$ cat src/rtl/exu_mdu_if.sv
// Request/response bundle between the EXU and the M-extension unit.
// master = EXU side, slave = exu_mdu.
interface exu_mdu_if #(
    parameter int XLEN = 32
);
    logic            reqValid;
    logic            reqReady;
    logic            kill;
    logic [2:0]      mdu_op;
    logic [XLEN-1:0] rdata1;
    logic [XLEN-1:0] rdata2;
    logic            respValid;
    logic            respReady;
    logic [XLEN-1:0] mdu_res;
    logic            busy;

    modport master (
        output reqValid, kill, mdu_op, rdata1, rdata2, respReady,
        input  reqReady, respValid, mdu_res, busy
    );

    modport slave (
        input  reqValid, kill, mdu_op, rdata1, rdata2, respReady,
        output reqReady, respValid, mdu_res, busy
    );
endinterface

$ cat src/rtl/exu_mdu.sv
// RV M-extension multiply/divide unit: shift-add multiply, restoring divide (MDU_FAST_MUL_EN: 1-cycle multiply).
// Latency: XLEN+1 cycles accept-to-respValid; 1 cycle for div special cases (and all muls with MDU_FAST_MUL_EN).
// Backpressure: result held in DONE until respReady; reqReady only in IDLE; kill aborts in any state.
module exu_mdu #(
    parameter int XLEN  = 32,
    parameter int CNT_W = $clog2(XLEN) + 1
) (
    input  logic     clock,
    input  logic     reset,
    exu_mdu_if.slave mdu
);
    typedef enum logic [1:0] {MDU_IDLE, MDU_MUL, MDU_DIV, MDU_DONE} state_t;

    localparam logic [XLEN-1:0] MOST_NEG = {1'b1, {(XLEN-1){1'b0}}};

    state_t            state, state_nxt;
    logic [1:0]        op_q;
    logic              neg_q;
    logic [XLEN-1:0]   opb_q;
    logic [2*XLEN-1:0] prod;
    logic [XLEN-1:0]   rem;
    logic [XLEN-1:0]   quot;
    logic [CNT_W-1:0]  cnt;
    logic [XLEN-1:0]   res_q;

    // Request decode, evaluated against the live request operands.
    logic            acc, in_mul, rs1_sgn, rs2_sgn, neg_in;
    logic            div_zero, div_ovf, special, last;
    logic [XLEN-1:0] mag1, mag2, spec_res;

    assign acc      = mdu.reqValid && (state == MDU_IDLE) && !mdu.kill;
    assign in_mul   = !mdu.mdu_op[2];
    assign rs1_sgn  = mdu.rdata1[XLEN-1] && (mdu.mdu_op == 3'd1 || mdu.mdu_op == 3'd2 ||
                                             mdu.mdu_op == 3'd4 || mdu.mdu_op == 3'd6);
    assign rs2_sgn  = mdu.rdata2[XLEN-1] && (mdu.mdu_op == 3'd1 || mdu.mdu_op == 3'd4 ||
                                             mdu.mdu_op == 3'd6);
    assign mag1     = rs1_sgn ? -mdu.rdata1 : mdu.rdata1;
    assign mag2     = rs2_sgn ? -mdu.rdata2 : mdu.rdata2;
    // Remainder takes the dividend's sign; everything else the product of signs.
    assign neg_in   = (mdu.mdu_op[2] && mdu.mdu_op[1]) ? rs1_sgn : (rs1_sgn ^ rs2_sgn);
    assign div_zero = (mdu.rdata2 == '0);
    assign div_ovf  = !mdu.mdu_op[0] && (mdu.rdata1 == MOST_NEG) && (mdu.rdata2 == '1);
    assign special  = mdu.mdu_op[2] && (div_zero || div_ovf);
    assign spec_res = div_zero ? (mdu.mdu_op[1] ? mdu.rdata1 : '1)
                               : (mdu.mdu_op[1] ? '0 : mdu.rdata1);
    assign last     = (cnt == CNT_W'(XLEN - 1));

    // Shift-add step: conditionally add multiplicand to the upper half, shift right.
    logic [XLEN:0]     mul_sum;
    logic [2*XLEN-1:0] prod_nxt, prod_fix;
    logic [XLEN-1:0]   mul_res;

    assign mul_sum  = {1'b0, prod[2*XLEN-1:XLEN]} + {1'b0, {XLEN{prod[0]}} & opb_q};
    assign prod_nxt = {mul_sum, prod[XLEN-1:1]};
    assign prod_fix = neg_q ? -prod_nxt : prod_nxt;
    assign mul_res  = (op_q == 2'b00) ? prod_fix[XLEN-1:0] : prod_fix[2*XLEN-1:XLEN];

    // Restoring step: the XLEN+1 bit trial remainder's sign decides the quotient bit.
    logic [XLEN:0]   rem_sh, rem_try;
    logic [XLEN-1:0] rem_nxt, quot_nxt, div_raw, div_res;

    assign rem_sh   = {rem, quot[XLEN-1]};
    assign rem_try  = rem_sh - {1'b0, opb_q};
    assign rem_nxt  = rem_try[XLEN] ? rem_sh[XLEN-1:0] : rem_try[XLEN-1:0];
    assign quot_nxt = {quot[XLEN-2:0], !rem_try[XLEN]};
    assign div_raw  = op_q[1] ? rem_nxt : quot_nxt;
    assign div_res  = neg_q ? -div_raw : div_raw;

`ifdef MDU_FAST_MUL_EN
    logic [2*XLEN-1:0] fast_prod, fast_fix;
    logic [XLEN-1:0]   fast_res;

    assign fast_prod = {{XLEN{1'b0}}, mag1} * {{XLEN{1'b0}}, mag2};
    assign fast_fix  = neg_in ? -fast_prod : fast_prod;
    assign fast_res  = (mdu.mdu_op == 3'd0) ? fast_fix[XLEN-1:0] : fast_fix[2*XLEN-1:XLEN];
`endif

    always_ff @(posedge clock) begin
        if (reset) state <= MDU_IDLE;
        else       state <= state_nxt;
    end

    always_comb begin
        state_nxt = state;
        unique case (state)
            MDU_IDLE: begin
                if (acc) begin
`ifdef MDU_FAST_MUL_EN
                    if (in_mul)       state_nxt = MDU_DONE;
`else
                    if (in_mul)       state_nxt = MDU_MUL;
`endif
                    else if (special) state_nxt = MDU_DONE;
                    else              state_nxt = MDU_DIV;
                end
            end
            MDU_MUL:  if (last) state_nxt = MDU_DONE;
            MDU_DIV:  if (last) state_nxt = MDU_DONE;
            MDU_DONE: if (mdu.respReady) state_nxt = MDU_IDLE;
            default:  state_nxt = MDU_IDLE;
        endcase
        if (mdu.kill) state_nxt = MDU_IDLE;
    end

    always_comb begin
        mdu.reqReady  = (state == MDU_IDLE);
        mdu.respValid = (state == MDU_DONE);
        mdu.busy      = (state != MDU_IDLE);
    end

    assign mdu.mdu_res = res_q;

    always_ff @(posedge clock) begin
        if (reset) begin
            op_q  <= '0;
            neg_q <= 1'b0;
            opb_q <= '0;
            prod  <= '0;
            rem   <= '0;
            quot  <= '0;
            cnt   <= '0;
            res_q <= '0;
        end else if (mdu.kill) begin
            cnt <= '0;
        end else begin
            unique case (state)
                MDU_IDLE: begin
                    if (acc) begin
                        op_q  <= mdu.mdu_op[1:0];
                        neg_q <= neg_in;
                        opb_q <= mag2;
                        prod  <= {{XLEN{1'b0}}, mag1};
                        rem   <= '0;
                        quot  <= mag1;
                        cnt   <= '0;
                        if (special) res_q <= spec_res;
`ifdef MDU_FAST_MUL_EN
                        if (in_mul)  res_q <= fast_res;
`endif
                    end
                end
                MDU_MUL: begin
                    prod <= prod_nxt;
                    cnt  <= last ? '0 : cnt + 1'b1;
                    if (last) res_q <= mul_res;
                end
                MDU_DIV: begin
                    rem  <= rem_nxt;
                    quot <= quot_nxt;
                    cnt  <= last ? '0 : cnt + 1'b1;
                    if (last) res_q <= div_res;
                end
                default: ;
            endcase
        end
    end
endmodule

$ cat src/flat_wrapper.sv
// flat-port wrapper written by rule: the top's interface ports become plain ports
module exu_mdu_flat 
#(
    parameter int XLEN  = 32,
    parameter int CNT_W = $clog2(XLEN) + 1
)
  (clock, reset, mdu_reqValid, mdu_kill, mdu_mdu_op, mdu_rdata1, mdu_rdata2, mdu_respReady, mdu_reqReady, mdu_respValid, mdu_mdu_res, mdu_busy);
  exu_mdu_if #(.XLEN(XLEN)) mdu_i ();
  input  logic clock;
  input  logic reset;
  input wire logic [$bits(mdu_i.reqValid)-1:0] mdu_reqValid;
  input wire logic [$bits(mdu_i.kill)-1:0] mdu_kill;
  input wire logic [$bits(mdu_i.mdu_op)-1:0] mdu_mdu_op;
  input wire logic [$bits(mdu_i.rdata1)-1:0] mdu_rdata1;
  input wire logic [$bits(mdu_i.rdata2)-1:0] mdu_rdata2;
  input wire logic [$bits(mdu_i.respReady)-1:0] mdu_respReady;
  output wire logic [$bits(mdu_i.reqReady)-1:0] mdu_reqReady;
  output wire logic [$bits(mdu_i.respValid)-1:0] mdu_respValid;
  output wire logic [$bits(mdu_i.mdu_res)-1:0] mdu_mdu_res;
  output wire logic [$bits(mdu_i.busy)-1:0] mdu_busy;
  assign mdu_i.reqValid = mdu_reqValid;
  assign mdu_i.kill = mdu_kill;
  assign mdu_i.mdu_op = mdu_mdu_op;
  assign mdu_i.rdata1 = mdu_rdata1;
  assign mdu_i.rdata2 = mdu_rdata2;
  assign mdu_i.respReady = mdu_respReady;
  assign mdu_reqReady = mdu_i.reqReady;
  assign mdu_respValid = mdu_i.respValid;
  assign mdu_mdu_res = mdu_i.mdu_res;
  assign mdu_busy = mdu_i.busy;
  exu_mdu #(.XLEN(XLEN), .CNT_W(CNT_W)) u_core (.clock(clock), .reset(reset), .mdu(mdu_i));
endmodule
$ cat config.mk
export PLATFORM = sky130hd
export DESIGN_NAME = exu_mdu_flat
export DESIGN_NICKNAME = d
export VERILOG_FILES = /design/src/rtl/exu_mdu_if.sv /design/src/rtl/exu_mdu.sv /design/src/flat_wrapper.sv
export SDC_FILE = /design/constraint.sdc
export NUM_CORES = 1
export LEC_CHECK = 0
export BUFFER_PORTS_ARGS = -buffer_cell sky130_fd_sc_hd__buf_2
export CORE_MARGIN = 2
export CORE_UTILIZATION = 35
export DETAILED_ROUTE_END_ITERATION = 10
export GPL_ROUTABILITY_DRIVEN = 0
export GPL_TIMING_DRIVEN = 0
export PLACE_DENSITY = 0.48
export SLEW_MARGIN = 20
export SYNTH_ARGS = -nofsm -noshare
export SYNTH_HDL_FRONTEND = slang
export SYNTH_SLANG_ARGS = --single-unit
$ cat constraint.sdc
create_clock -name clock -period 7.45 [get_ports clock]
set_input_delay 0.745 -clock clock [delete_from_list [all_inputs] [get_ports clock]]
set_output_delay 0.745 -clock clock [all_outputs]
set_load 0.02 [all_outputs]
# Yosys cells after proc, flatten, opt, wreduce, memory -nomap -nowiden
# Index checks and enable logic that the tools add are counted.
# word_totals
ff_bits	203
output_inout_bits	35
input_bits	72
word_cells	99
# classes
reduce_logical	33
eq_ne	16
add_sub_neg	7
muxes	31
bitwise	3
# op_table
cell	n
32-bit 2-to-1 mux	15
64-bit 2-to-1 mux	2
32-bit one-hot mux with 2 select lines	2
64-bit one-hot mux with 2 select lines	1
32-bit negation	3
32-bit one-hot mux with 3 select lines	1
32-bit equality test (second input constant)	2
64-bit negation	1
32-bit by 32-bit adder with 33-bit output	1
33-bit by 32-bit subtractor with 33-bit output	1
32-bit bitwise AND	1
32-bit logical NOT	1
6-bit 2-to-1 mux	2
6-bit one-hot mux with 2 select lines	1
3-bit AND reduction	4
2-bit by 1-bit != test with 1-bit output (second input constant)	5
1-bit logical AND	8
2-bit 2-to-1 mux	4
2-bit nonzero test	4
6-bit by 1-bit adder with 6-bit output (second input constant)	1
3-bit equality test (second input constant)	2
6-bit by 5-bit equality test with 1-bit output (second input constant)	1
1-bit logical OR	6
2-bit one-hot mux with 3 select lines	1
other kinds (14)	20

# Depth between registers and ports, before layout
# logic_depth
depth_word	9
ltp_mapped	22
depth_no_buf	20

# Worst setup path before layout
# OpenSTA, ideal clock, no wires.
# synth_timing
path_kind	register to register
from	register u_core.quot[31]
to	register u_core.res_q[20] (netlist: u_core.mdu.mdu_res[20])
n_path_buf	1
path_slack_ps	2258
path_stages_with_launch	22
setup_ps	91
period_less_slack_ps	5192
arrival_ps	5102
required_time_ps	7359
path_cell_list	dfxtp_1 > inv_1 > ha_1 > inv_1 > fa_1 > a211oi_1 > o31ai_2 > o211ai_1 > o21ai_2 > mux2i_4 > nor2_2 > clkbuf_1 > mux2_2 > mux2i_1 > ha_1 > inv_1 > a41oi_1 > nand2_1 > nor4_2 > nand4_1 > or3b_2 > a311oi_1
# synth_between
elab_chain_len	7
word_cells_on_any_way	8
classes_between	add/sub: 2; mux: 5; reduce/logical: 1
# synth_lines
element	line_no	rtl
from (decl)	exu_mdu.sv:22	logic [XLEN-1:0] quot;
from (signal assigned)	exu_mdu.sv:134	quot <= mag1;
from (signal assigned)	exu_mdu.sv:149	quot <= quot_nxt;
33-bit by 32-bit subtractor with 33-bit output	exu_mdu.sv:63	assign rem_try = rem_sh - {1'b0, opb_q};
32-bit 2-to-1 mux or 1-bit logical NOT (tied branches)	exu_mdu.sv:64, exu_mdu.sv:65	
32-bit 2-to-1 mux *	exu_mdu.sv:66	assign div_raw = op_q[1] ? rem_nxt : quot_nxt;
32-bit negation	exu_mdu.sv:67	assign div_res = neg_q ? -div_raw : div_raw;
32-bit 2-to-1 mux *	exu_mdu.sv:67	
32-bit 2-to-1 mux *	exu_mdu.sv:151	if (last) res_q <= div_res;
32-bit one-hot mux with 3 select lines *	exu_mdu.sv:126	unique case (state)
to (signal assigned)	exu_mdu.sv:136	if (special) res_q <= spec_res;
to (signal assigned)	exu_mdu.sv:145	if (last) res_q <= mul_res;
to (signal assigned)	exu_mdu.sv:151	
to (decl)	exu_mdu.sv:24	logic [XLEN-1:0] res_q;
# Mark *: on every way between the ends. The rest lies on a longest branch, timed or not. The select of a mux whose other input is x is not followed.
# A chain may end at the register's enable or synchronous reset.

# Worst setup path in the final report
# layout_timing
from	register u_core.opb_q[0]
to	register u_core.res_q[20] (netlist: u_core.mdu.mdu_res[20])
# layout_between
elab_chain_len	7
word_cells_on_any_way	14
classes_between	add/sub: 4; mux: 8; bitwise: 1; reduce/logical: 1
# layout_lines
element	line_no	rtl
from (decl)	exu_mdu.sv:19	logic [XLEN-1:0] opb_q;
from (signal assigned)	exu_mdu.sv:131	opb_q <= mag2;
32-bit bitwise AND or 33-bit by 32-bit subtractor with 33-bit output (tied branches)	exu_mdu.sv:53, exu_mdu.sv:63	
32-bit by 32-bit adder with 33-bit output, or another cell as far along	exu_mdu.sv:53	assign mul_sum = {1'b0, prod[2*XLEN-1:XLEN]} + {1'b0, {XLEN{prod[0]}} & opb_q};
64-bit negation or 32-bit 2-to-1 mux (tied branches)	exu_mdu.sv:55, exu_mdu.sv:66	
64-bit 2-to-1 mux or 32-bit negation (tied branches)	exu_mdu.sv:55, exu_mdu.sv:67	
32-bit 2-to-1 mux (on tied branches)	exu_mdu.sv:56, exu_mdu.sv:67	
32-bit 2-to-1 mux (on tied branches)	exu_mdu.sv:145, exu_mdu.sv:151	
32-bit one-hot mux with 3 select lines *	exu_mdu.sv:126	
# Marked as above.

==> out/results.tsv <==
metric	value	unit
RSZ-0062 raised after global routing	no	
layout cells sized above 1	7.50	%
average size of a mapped cell	6.93	um^2
CTS tree	built	
CTS clk-pin slew, worst paths	70	ps
dpl hpwl	75600	um
met3 wire len	8250	um
Iter 0 DRT Violations	2596	
Pins Over Slew Limit	0	
DRC viols	0	
vias post-DR	22128	
Worst setup SP type	flop	
CTS H-tree depth	1	
Total GRT Usage	32.4	%
CP required	7940	ps
top-count cell post-synth	nor2_1	
Placed Cells incl. Taps	3493	
worst hold margin	457	ps
FMAX	144	MHz
leakage dissipation	0.00810	uW
WL/cell	26.4	um
CTS Buffer Depth	3	
post-synth top area share	21.7	%
Setup crit end kind	flop	
antenna violations before repair	4	
Clock Latency Late Sink	590	ps
outcome	finished clean	
PortBufs	105	
Final Hold Fails	0	
critical path class	flop to flop	
wl on met1	40100	um
P per Cell Area	174	mW/mm^2
die span in y	235	um
uppermost layer routed	met5	
initial core utilization	35.5	%
top_reg_cell synth	dfxtp_1	
min-delay worst type	flop to flop	
post-synthesis cell count	2699	
Sink Count	203	
Post-synth top cells	nor2_1, a21oi_1, nand2_1	
row count	84	
Crit path largest cell delay	590	ps
Post-Layout Cell Count	3543	
clk root buf	clkbuf_16	
area of the die	0.0553	mm^2
final setup violation count	0	
Layout Skew	36.2	ps
I/O pin total	107	
Seq cells post-synth	203	
vias in the first global route	20366	
worst-case vdd ir drop	0.157	mV
global route overflow	0	
final core occ	40.0	%
pin count of the biggest net entering global routing	14	
crit-path max FO	10	
Synth Net Count	2847	
Routed WL	93600	um
Synth area leader	dfxtp_1	
main area contributors after synthesis	dfxtp_1, a21oi_1, nor2_1	
vias per inst	6.25	
Crit path arrival time	7430	ps
Area Growth Syn to Fin	12.7	%
Post-Syn Area	0.0187	mm^2
FFs w/ async S/R, synth	0	%
CP max stage cell	nor2_2	
hold_buf cts	0	
worst slew pin tran	1260	ps
EDFF count, synth	0	
Max-slew headroom	15.7	%
# fillers	5741	
max_cap viols	0	
number of distinct library cells after synthesis	89	
fraction of the yosys area taken by sequential cells	21.7	%
first-pass GRT wire length	136000	um
met2 wire length	40300	um
fin crit share	93.1	%
Initial DRT Pass Iterations	6	
Final ANT Viol Nets	0	
CTS Buf Count	28	
Core Region	0.0528	mm^2
Layout Nets	2983	
Cell Chain, Critical Path	ha_1 > inv_1 > fa_1 > a211oi_1 > o31ai_2 > o211ai_1 > o21ai_2 > mux2i_4 > nor2_2 > clkbuf_2 > mux2_2 > mux2i_1 > ha_1 > inv_1 > a41oi_2 > nand2_1 > nor4_2 > nand4_1 > or3b_2 > a311oi_1	
post-route minimum period	6940	ps
Synth Warn #	0	
Die X	235	um
==> critical path: cells and delay by family (launching register included) <==
family | cells | cell delay (ps)
AO/OA/AOI/OAI | 6 | 1820
adder cells (fa/ha/maj) | 3 | 1000
buffers and inverters | 3 | 620
flip-flops | 1 | 500
AND/OR/NAND/NOR | 5 | 1920
multiplexers | 3 | 980
==> registers in the layout, indices dropped and copies added (netlist names) <==
name	flops
u_core.mdu.mdu_res	32
u_core.neg_q	1
u_core.opb_q	32
u_core.prod	64
u_core.quot	32
u_core.cnt	6
u_core.op_q	2
u_core.rem	32
u_core.state	2
==> per-stage QoR <==
| stage | power (uW) | worst slack, ps | TNS [ps] | area (um^2) |
|---|---|---|---|---|
| after CTS | 3650 | 125 | 0 | 21100 |
| final | 3680 | 512 | 0 | 21100 |
| after detailed placement | 2230 | 163 | 0 | 20100 |
| after floorplan | 1830 | 2260 | 0 | 18700 |
| after global placement | 2220 | -61.7 | -61.7 | 20100 |
| after global routing | 3800 | 155 | 0 | 21100 |
==> routing by layer <==
| layer | global-route usage [%] | up-vias |
|---|---|---|
| met5 | 0 | - |
| met4 | 15.6 | 2 |
| met3 | 5.80 | 229 |
| met2 | 50.2 | 1160 |
| met1 | 43.3 | 10614 |
| li1 | - | 10123 |
==> power by group <==
group / internal [uW] / switching, uW / leakage [uW]
registers: 1130 / 61.7 / 0.00165
clock network: 847 / 571 / 0.000462
logic: 319 / 751 / 0.00599
total: 2290 / 1380 / 0.00810
==> final cells by class <==
type                    count  area, um^2  area share, %
diodes                      1        2.50         0.0119
plain buffers             188         719           3.41
clock buffers              34         785           3.72
clock inverters            15         168          0.795
inverters                  81         304           1.44
multi-input cells        2227       13600           64.7
flip-flops and latches    203        4060           19.3
well taps                 688         861           4.08
repair buffers            106         533           2.53
==> cells by family after synthesis <==
group | synth area share, %
adder cells (fa/ha/maj) | 6.55
buffers and inverters | 5.46
multiplexers | 3.60
XOR/XNOR | 7.02
flip-flops | 21.7
AO/OA/AOI/OAI | 28.7
AND/OR/NAND/NOR | 26.9
==> cell usage in the layout, fill, tap and decap left out, drive strengths merged, types with 16 or more instances in the layout <==
master    n
inv      80
nand2   240
ha       74
maj3     26
xor2     77
a31oi    52
nor2    401
nand4    27
or3      46
o31ai    31
nand3    71
mux2i    57
dfxtp   203
or4      22
and3     20
and2     50
nand2b   18
clkbuf  199
a311oi   16
a21o     16
buf     129
o21ai   160
nor3     57
nor4     30
a21oi   321
o211ai   26
a211oi   75
xnor2    73
==> timing repair <==
item | CTS | global route
setup endpoints to repair | 0 | 8
gates resized for setup | 0 | 3
buffers inserted | 0 | 0
==> worst paths after layout <==
check	end	start	cells past startpoint	slack [ps]
setup reg to reg	u_core.mdu.mdu_res[20]	u_core.opb_q[0]	20	510
hold / removal	u_core.mdu.mdu_res[5]	u_core.mdu.mdu_res[5]	2	460
hold reg to reg	u_core.mdu.mdu_res[5]	u_core.mdu.mdu_res[5]	2	460
setup / recovery	u_core.mdu.mdu_res[20]	u_core.opb_q[0]	20	510
No activity file was read; power rests on OpenSTA's default activity.
